[config.mk]
export PLATFORM = sky130hd
export DESIGN_NAME = mult_share_arbiter
export DESIGN_NICKNAME = d
export VERILOG_FILES = /design/src/rtl/mult_share_arbiter.sv
export SDC_FILE = /design/constraint.sdc
export NUM_CORES = 1
export LEC_CHECK = 0
export ABC_AREA = 1
export CAP_MARGIN = 20
export CORE_ASPECT_RATIO = 1.5
export CORE_UTILIZATION = 30
export CTS_CLUSTER_DIAMETER = 50
export DETAILED_ROUTE_END_ITERATION = 10
export PLACE_DENSITY_LB_ADDON = 0.25
export SLEW_MARGIN = 20
export SYNTH_ARGS = -nofsm -noshare
export SYNTH_HDL_FRONTEND = slang
export SYNTH_SLANG_ARGS = --single-unit
[constraint.sdc]
create_clock -name clk -period 5.4 [get_ports clk]
set_input_delay 0.54 -clock clk [delete_from_list [all_inputs] [get_ports clk]]
set_output_delay 0.54 -clock clk [all_outputs]
set_load 0.05 [all_outputs]
[src/rtl/mult_share_arbiter.sv]
`timescale 1ns/1ps
`default_nettype none
// ============================================================================
// Module : mult_share_arbiter
// Brief  : Round-robin sharing of one pipelined unsigned multiplier among
//          NREQ valid/ready requesters, with id-tagged results.
// Rev    : 1.0 - initial release
// ============================================================================
module mult_share_arbiter #(
    parameter int NREQ  = 4,
    parameter int WIDTH = 8,
    parameter int LAT   = 2
) (
    input  logic                      clk,
    input  logic                      rst_n,
    input  logic [NREQ-1:0]           i_req_valid,
    input  logic [NREQ*WIDTH-1:0]     i_req_a,
    input  logic [NREQ*WIDTH-1:0]     i_req_b,
    output logic [NREQ-1:0]           o_req_ready,
    input  logic                      i_stall,
    output logic                      o_res_valid,
    output logic [$clog2(NREQ)-1:0]   o_res_id,
    output logic [2*WIDTH-1:0]        o_res_prod,
    output logic                      o_busy
);

    localparam int IDW = $clog2(NREQ);
    localparam int PW  = 2 * WIDTH;

    logic [IDW-1:0]   r_ptr;
    logic [IDW-1:0]   w_gid;
    logic             w_xfer;
    logic [NREQ-1:0]  w_grant;
    logic [WIDTH-1:0] w_sel_a;
    logic [WIDTH-1:0] w_sel_b;
    logic [IDW-1:0]   w_ptr_nxt;

    logic             w_tail_v;
    logic [IDW-1:0]   w_tail_id;
    logic [PW-1:0]    w_tail_prod;
    logic             w_stage_busy;

    logic             r_res_valid;
    logic [IDW-1:0]   r_res_id;
    logic [PW-1:0]    r_res_prod;

    // Scan offsets from high to low so the smallest offset from r_ptr wins.
    always_comb begin : p_arb
        int idx;
        idx    = 0;
        w_gid  = '0;
        w_xfer = 1'b0;
        if (!i_stall) begin
            for (int k = NREQ - 1; k >= 0; k--) begin
                idx = (int'(r_ptr) + k) % NREQ;
                if (i_req_valid[idx]) begin
                    w_gid  = IDW'(idx);
                    w_xfer = 1'b1;
                end
            end
        end
        w_grant = NREQ'(w_xfer) << w_gid;
    end

    assign w_sel_a   = i_req_a[w_gid*WIDTH +: WIDTH];
    assign w_sel_b   = i_req_b[w_gid*WIDTH +: WIDTH];
    assign w_ptr_nxt = (w_gid == IDW'(NREQ - 1)) ? '0 : w_gid + 1'b1;

    always_ff @(posedge clk or negedge rst_n) begin
        if (!rst_n) begin
            r_ptr <= '0;
        end else if (w_xfer) begin
            r_ptr <= w_ptr_nxt;
        end
    end

    generate
        if (LAT == 1) begin : g_lat1
            assign w_tail_v     = w_xfer;
            assign w_tail_id    = w_gid;
            assign w_tail_prod  = PW'(w_sel_a) * PW'(w_sel_b);
            assign w_stage_busy = 1'b0;
        end else begin : g_latn
            logic             r_s1_v;
            logic [IDW-1:0]   r_s1_id;
            logic [WIDTH-1:0] r_s1_a;
            logic [WIDTH-1:0] r_s1_b;
            logic [PW-1:0]    w_s1_prod;

            always_ff @(posedge clk or negedge rst_n) begin
                if (!rst_n) begin
                    r_s1_v  <= 1'b0;
                    r_s1_id <= '0;
                    r_s1_a  <= '0;
                    r_s1_b  <= '0;
                end else if (!i_stall) begin
                    r_s1_v <= w_xfer;
                    if (w_xfer) begin
                        r_s1_id <= w_gid;
                        r_s1_a  <= w_sel_a;
                        r_s1_b  <= w_sel_b;
                    end
                end
            end

            assign w_s1_prod = PW'(r_s1_a) * PW'(r_s1_b);

            if (LAT == 2) begin : g_direct
                assign w_tail_v     = r_s1_v;
                assign w_tail_id    = r_s1_id;
                assign w_tail_prod  = w_s1_prod;
                assign w_stage_busy = r_s1_v;
            end else begin : g_carry
                localparam int D = LAT - 2;
                logic [D-1:0]   r_cv;
                logic [IDW-1:0] r_cid   [D];
                logic [PW-1:0]  r_cprod [D];

                always_ff @(posedge clk or negedge rst_n) begin
                    if (!rst_n) begin
                        r_cv <= '0;
                        for (int k = 0; k < D; k++) begin
                            r_cid[k]   <= '0;
                            r_cprod[k] <= '0;
                        end
                    end else if (!i_stall) begin
                        r_cv[0]    <= r_s1_v;
                        r_cid[0]   <= r_s1_id;
                        r_cprod[0] <= w_s1_prod;
                        for (int k = 1; k < D; k++) begin
                            r_cv[k]    <= r_cv[k-1];
                            r_cid[k]   <= r_cid[k-1];
                            r_cprod[k] <= r_cprod[k-1];
                        end
                    end
                end

                assign w_tail_v     = r_cv[D-1];
                assign w_tail_id    = r_cid[D-1];
                assign w_tail_prod  = r_cprod[D-1];
                assign w_stage_busy = r_s1_v | (|r_cv);
            end
        end
    endgenerate

    // Result fields only update on a valid result so they hold between pulses.
    always_ff @(posedge clk or negedge rst_n) begin
        if (!rst_n) begin
            r_res_valid <= 1'b0;
            r_res_id    <= '0;
            r_res_prod  <= '0;
        end else if (!i_stall) begin
            r_res_valid <= w_tail_v;
            if (w_tail_v) begin
                r_res_id   <= w_tail_id;
                r_res_prod <= w_tail_prod;
            end
        end
    end

    assign o_req_ready = w_grant;
    assign o_res_valid = r_res_valid;
    assign o_res_id    = r_res_id;
    assign o_res_prod  = r_res_prod;
    assign o_busy      = w_stage_busy | r_res_valid;

endmodule
`default_nettype wire

### Word level (Yosys, flattened, before mapping)

Cells that the tools add are included.
Widths: inputs -> output; s select.

| storage, ports and cells | value |
|---|---|
| word-level logic and storage cells | 53 |
| flip-flop bits (word level) | 40 |

| cells by class | value |
|---|---|
| reduce and logical (&&, ||, !) cells | 5 |
| shift-type cells | 3 |
| multiply operators | 1 |
| bitwise logic cells | 5 |
| add/sub/neg operators | 4 |
| magnitude comparators | 4 |
| equality and inequality tests | 1 |
| mux-type cells | 22 |

Operators by type and width:

| kind | number |
|---|---|
| $shiftx 32x6->8 | 2 |
| $mul 8x8->16 | 1 |
| $lt 3x4->1 const B | 3 |
| $mux 1 | 12 |
| $mux 2 | 6 |
| $bmux 1 s2 | 4 |
| $reduce_or 2->1 | 3 |
| $add 2x1->2 const B | 2 |
| $add 2x2->2 const B | 2 |
| $reduce_and 2->1 | 2 |
| $shl 1x2->4 | 1 |
| $and 1x1->1 const A | 3 |
| $lt 2x3->1 const B | 1 |
| $eq 2x2->1 const B | 1 |
| $not 1->1 | 1 |
| $or 1x1->1 | 1 |

### Logic depth before layout (Yosys ltp)

Gate-level depths: netlist of run 1.

| depth | value |
|---|---|
| depth after elaboration | 13 |
| depth in mapped cells | 21 |
| mapped depth without buffers | 20 |

### Worst setup path before layout of run 1

No wires, ideal clock.

| path | value |
|---|---|
| kind | register -> register |
| start point | register g_latn.r_s1_b[7] |
| end point | register r_res_prod[15], in the netlist o_res_prod[15] |
| setup time | 118 ps |
| setup slack | 1233 ps |
| buffers on the path | 1 |
| data arrival time | 4049 ps |
| period minus slack after synthesis | 4167 ps |
| cell stages (with the launch flop) | 19 |
| cell sequence | dfrtp_1 clkbuf_1 nand2_1 fa_1 fa_1 inv_1 fa_1 inv_1 fa_1 inv_1 ha_1 nand2_1 inv_1 a21oi_1 o21ai_0 nand3_1 a21o_1 nand3_1 nand2_1 |

| between the ends | value |
|---|---|
| word-level cells in the longest chain between the ends | 1 |

Ends and longest elaborated chain:

| what | line | RTL |
|---|---|---|
| start, declared | 87 | `logic [WIDTH-1:0] r_s1_b;` |
| start signal, assigned | 101 | `r_s1_b <= w_sel_b;` |
| $mul 8x8->16 | 106 | `assign w_s1_prod = PW'(r_s1_a) * PW'(r_s1_b);` |
| end signal, assigned | 156 | `r_res_prod <= w_tail_prod;` |
| end, declared | 45 | `logic [PW-1:0] r_res_prod;` |

No other way between the ends.
A chain may end at the register's enable or synchronous reset.

### Final worst setup path of run 1

| path | value |
|---|---|
| start point | register g_latn.r_s1_a[1] |
| end point | register r_res_prod[15], in the netlist o_res_prod[15] |

| between the ends | value |
|---|---|
| word-level cells in the longest chain between the ends | 1 |

Ends and longest elaborated chain:

| what | line | RTL |
|---|---|---|
| start, declared | 86 | `logic [WIDTH-1:0] r_s1_a;` |
| start signal, assigned | 100 | `r_s1_a <= w_sel_a;` |
| $mul 8x8->16 | 106 |  |

No other way between the ends.

==> flow_summary.toml, run 1 <==
[final_layout]
syn2layout_area_growth_pct = 26.0
fin_nets = 877
fin_cells = 933
n_antenna_cell = 0
layout-drive-gt1-share = 0.0327
final_common_cell = "nand2_1"
final_cell_mix = "nand2_1, inv_1, clkdlybuf4s50_1"
final_util = 0.385

[cts]
path_clk_slew_ns = 0.06
cts_made_buffers = 5
clock-root-buffer = "clkbuf_16"
hold_buffers = 0
clock_sinks = 40
ctsResizeCount = 0
clk_latency_ns = 0.29
clock_path_buffers = 2
cts_tree = "built"
cts_max_level = 2
cts_setup_buffers = 0

[timing]
fin_tns_setup_ns = 0
slew_viol_final = 0
timing.fmax_mhz = 229
max_slew_margin = 0.407
fin_hold_ws_ns = 0.360
final.period_utilization = 0.810
hold_viol = 0
finalSetupViolCount = 0
fin_skew_ns = 0.00606
rsz0062_at_grt = "false"
fin_crit_ns = 4.38
tightest_slew_ns = 0.890

[floorplan]
pin_count = 95
fp.coreArea_um2 = 15000
die_w_um = 103
num_rows = 55
die_y_um = 153
die_area_um2 = 15800
start_util = 0.306

[place]
hpwl_um = 9160
io_buffers = 94
placed_cells = 925
gp_congestion = 0.851

[detailed_routing]
route.vias.total = 4023
drtAntennaViolNets = 0
finalWirelength_um = 10900
drc = 0
viasPerCell = 4.31
first_iter_violations = 168
dr.pass1.iters = 6
wl_per_cell_um = 11.7

[yosys]
syn_area_per_cell_um2 = 6.90
syn-num-nets = 809
syn_area_um2 = 4590
synth_area_leaders = "dfrtp_1, nand2_1, fa_1"
yosysTopAreaCellShare = 0.218
yosys_warnings = 0
synthCells = 665
synth-seq-area-share = 0.218
synthDistinctLibCells = 31
ys_ff_latch = 40
yosysTopAreaCell = "dfrtp_1"

[global_route]
grt_max_degree = 46
grt_use_total = 0.149
grt.overflow.total = 0
grt_pass1_vias = 3923
antenna_found_initial = 0
grt_pass1_wl_um = 18300

[job]
max_cap_viol_count = 0

[worst_setup_path]
cp_data_arrival_time_ns = 4.55
cp_max_fo = 9
critPathRequiredTime_ns = 5.57
cp-start-kind = "register"
endpoint_kind = "register"
worstSetupPathType = "register to register"

[run_status]
status = "finished, final reports clean"

[worst_hold_path]
hold_path_class = "input pin to asynchronous set/reset pin"
## through the flow
step                worst slack [ns]  instance area (um^2)
floorplan                       1.23                  4590
detailed placement             0.974                  5610
finish                          1.02                  5780
global route                   0.758                  5780
global placement                1.01                  5610
CTS                            0.973                  5780
## kinds of logic (layout without fill, tap and decap cells)
family,after synthesis,in the layout,share of synthesized area
xor+xnor,7,7,0.0134
compound gates,52,52,0.0722
fa+ha+maj,73,73,0.258
buf+inv,204,273,0.177
flops,40,40,0.218
simple gates,289,289,0.261
## worst max-delay path: stages (launching register included)
cell	delay, ns
dfrtp_1	0.53
nand2_1	0.12
fa_1	0.51
fa_1	0.55
inv_1	0.05
fa_1	0.52
inv_1	0.05
fa_1	0.53
inv_1	0.04
ha_1	0.34
nand2_1	0.07
inv_1	0.05
a21oi_1	0.09
o21ai_0	0.36
nand3_1	0.16
a21o_1	0.18
nand3_1	0.06
nand2_1	0.05
## flip-flops by register name (all words and copies together), names as in the netlist
signal and flops:
g_latn.r_s1_a 8, g_latn.r_s1_v 1, r_ptr 2, o_res_prod 16, o_res_id 2, g_latn.r_s1_id 2
g_latn.r_s1_b 8, o_res_valid 1
## cell usage after synthesis, drive strengths merged
cell type / instances
a211oi: 1
a21o: 2
a21oi: 8
a221oi: 1
a31oi: 1
buf: 15
clkbuf: 20
clkinv: 1
dfrtp: 40
fa: 36
ha: 37
inv: 168
nand2: 224
nand3: 43
nand4: 12
nor2: 8
o211ai: 22
o21ai: 15
o21bai: 1
o22ai: 1
or2: 2
xnor2: 5
xor2: 2
## worst paths after layout
kind | startpoint | cells past startpoint | slack [ns] | end
hold / removal | rst_n | 1 | 0.36 | o_res_prod[7]$_DFFE_PN0P_
min in group clk | o_res_prod[2]$_DFFE_PN0P_ | 2 | 0.47 | o_res_prod[2]$_DFFE_PN0P_
setup / recovery | g_latn.r_s1_a[1]$_DFFE_PN0P_ | 17 | 1.02 | o_res_prod[15]$_DFFE_PN0P_
max in group asynchronous | rst_n | 1 | 4.47 | g_latn.r_s1_b[2]$_DFFE_PN0P_
hold reg to reg | o_res_prod[2]$_DFFE_PN0P_ | 2 | 0.47 | o_res_prod[2]$_DFFE_PN0P_
setup reg to reg | g_latn.r_s1_a[1]$_DFFE_PN0P_ | 17 | 1.02 | o_res_prod[15]$_DFFE_PN0P_
## area by class of cell
class / count / area, um^2
well taps: 199 / 249
clock buffers: 5 / 125
inverters: 169 / 637
clock inverters: 3 / 42.5
flip-flops and latches: 40 / 1000
repair buffers: 96 / 951
multi-input cells: 421 / 2780
fillers: 1690 / 9220
## per-layer routing
metal / global-route usage / share of wire / up-vias
met5: 0 / 0 / -
met4: 0.0537 / 0.021 / 0
met3: 0.0197 / 0.028 / 14
met2: 0.273 / 0.54 / 78
met1: 0.172 / 0.42 / 1813
li1: - / - / 2118
Power of run 1 is left out: the tool's default activity adds up to more than one toggle a clock period on the data nets, which glitch-free logic cannot reach.
==> run 2, diff against run 1 <==
==> constraint.sdc (replaced) <==
create_clock -name clk -period 3.95 [get_ports clk]
set_input_delay 0.395 -clock clk [delete_from_list [all_inputs] [get_ports clk]]
set_output_delay 0.395 -clock clk [all_outputs]
set_load 0.05 [all_outputs]
==> run 2 against run 1 <==
The flow now finishes with violations (DRC). Hold slack got worse by 0.11 ns. Design area grew 11%. Cell count increased by 4.8%. Count of clock-buffer cells in the layout increased by 2. Largest cell class unchanged.
==> flow_summary.toml, run 2 (synthesis gave the netlist of run 1 again) <==
[floorplan]
pin_count = 95
die_w_um = 103
die_area_um2 = 15800
start_util = 0.306
die_y_um = 153
fp.coreArea_um2 = 15000
num_rows = 55

[worst_setup_path]
r2r.worst_path.cells = 17
cpMostUsedCell = "fa_1"
critPathRequiredTime_ns = 4.13
worstPathCellList = "buf_6 > nand2_1 > fa_1 > inv_1 > fa_1 > inv_1 > fa_1 > inv_2 > ha_4 > ha_4 > nand2_2 > a21oi_2 > a211oi_2 > nand3_2 > or2_2 > nand3_1 > nand2_1"
cp_data_arrival_time_ns = 4.00
endpoint_kind = "register"
worstSetupPathType = "register to register"
cp_max_fo = 5
cp-start-kind = "register"
crit_path_max_incr_delay_ns = 0.54
slowest_stage = "fa_1"

[place]
placed_area_um2 = 5900
gp_congestion = 0.856
hpwl_um = 9580
io_buffers = 94

[global_route]
antenna_found_initial = 0
grt_max_degree = 45
grt_pass1_vias = 4177
grt_pass1_wl_um = 19200
grt_use_total = 0.157
grt.overflow.total = 0

[cts]
clk_latency_ns = 0.29
path_clk_slew_ns = 0.06
cts_made_buffers = 5
cts_max_level = 2
clock_path_buffers = 2
clock_sinks = 40
clock-root-buffer = "clkbuf_16"
cts_tree = "built"

[final_layout]
syn2layout_area_growth_pct = 39.3
final_cell_mix = "nand2_1, inv_1, clkdlybuf4s50_1"
fill_cells = 1658
largest_reg_flops = 16
layout-drive-gt1-share = 0.163
design_area_um2 = 6390
n_antenna_cell = 0
fin_nets = 922
final_common_cell = "nand2_1"

[timing]
fin_crit_ns = 3.82
max_slew_margin = 0.374
timing.fmax_mhz = 262
slew_viol_final = 0
fin_hold_ws_ns = 0.247
finalSetupViolCount = 0
tightest_slew_ns = 0.939
final.period_utilization = 0.968
fin_skew_ns = 0.00561
hold_viol = 0

[detailed_routing]
route.vias.total = 4261
viasPerCell = 4.36
finalWirelength_um = 11700
first_iter_violations = 139
drtAntennaViolNets = 0
drc = 2
wl_per_cell_um = 11.9
dr.pass1.iters = 7

[job]
max_cap_viol_count = 0

[run_status]
violations = "DRC"
status = "finished with violations"

[worst_hold_path]
hold_path_class = "input pin to asynchronous set/reset pin"
[run 2: cell types whose count changed in the layout (fill, tap and decap cells not counted), sizes merged]
cell	change
bufinv	-1
clkdlybuf4s50	-4
buf	+49
clkbuf	+2
clkinv	-1
[run 2: final cells by class]
class	count	area [um^2]	area share
repair buffers	141	1320	0.207
multi-input cells	421	3020	0.472
clock buffers	7	143	0.0223
clock inverters	1	7.51	0.00117
well taps	199	249	0.0390
inverters	169	637	0.0996
flip-flops and latches	40	1010	0.159
[run 2: repair_timing]
action	CTS	global route
endpoints found under the setup margin	6	8
buffers inserted	1	8
pin swaps	2	43
hold buffers	0	0
gates resized for setup	19	47
[run 2: worst max-delay path, delay by kind of cell (launching register included)]
family / cells / cell delay [ns]
AOI/OAI and AO/OA: 2 / 0.30
adders and majority gates: 5 / 2.05
buffers and inverters: 4 / 0.29
DFF: 1 / 0.43
and+or+nand+nor: 6 / 0.62
[run 2: final timing paths]
path	end	slack, ns	from
setup / recovery	o_res_prod[14]$_DFFE_PN0P_	0.13	g_latn.r_s1_b[5]$_DFFE_PN0P_
setup reg to reg	o_res_prod[14]$_DFFE_PN0P_	0.13	g_latn.r_s1_b[5]$_DFFE_PN0P_
max in group asynchronous	g_latn.r_s1_a[4]$_DFFE_PN0P_	3.06	rst_n
min in group clk	o_res_prod[3]$_DFFE_PN0P_	0.48	o_res_prod[3]$_DFFE_PN0P_
hold / removal	o_res_prod[7]$_DFFE_PN0P_	0.25	rst_n
hold reg to reg	o_res_prod[3]$_DFFE_PN0P_	0.48	o_res_prod[3]$_DFFE_PN0P_
[run 2: per-layer routing]
layer / vias to the layer above / wire, um / global-route usage / share of wire
li1: 2220 / - / - / -
met4: 0 / 247 / 0.0671 / 0.021
met1: 1942 / 4770 / 0.173 / 0.41
met5: - / 0 / 0 / 0
met3: 16 / 321 / 0.0201 / 0.027
met2: 83 / 6340 / 0.290 / 0.54
[run 2: stage by stage]
step	util	worst slack, ns	instances	setup TNS [ns]
floorplan	-	-0.0231	665	-0.0231
global placement	0.393	-0.106	961	-0.339
detailed placement	0.393	-0.146	961	-0.474
CTS	0.409	0.00229	970	0
global route	0.426	-0.00587	978	-0.00790
finish	0.426	0.128	978	0
Power of run 2 is left out for the same reason.
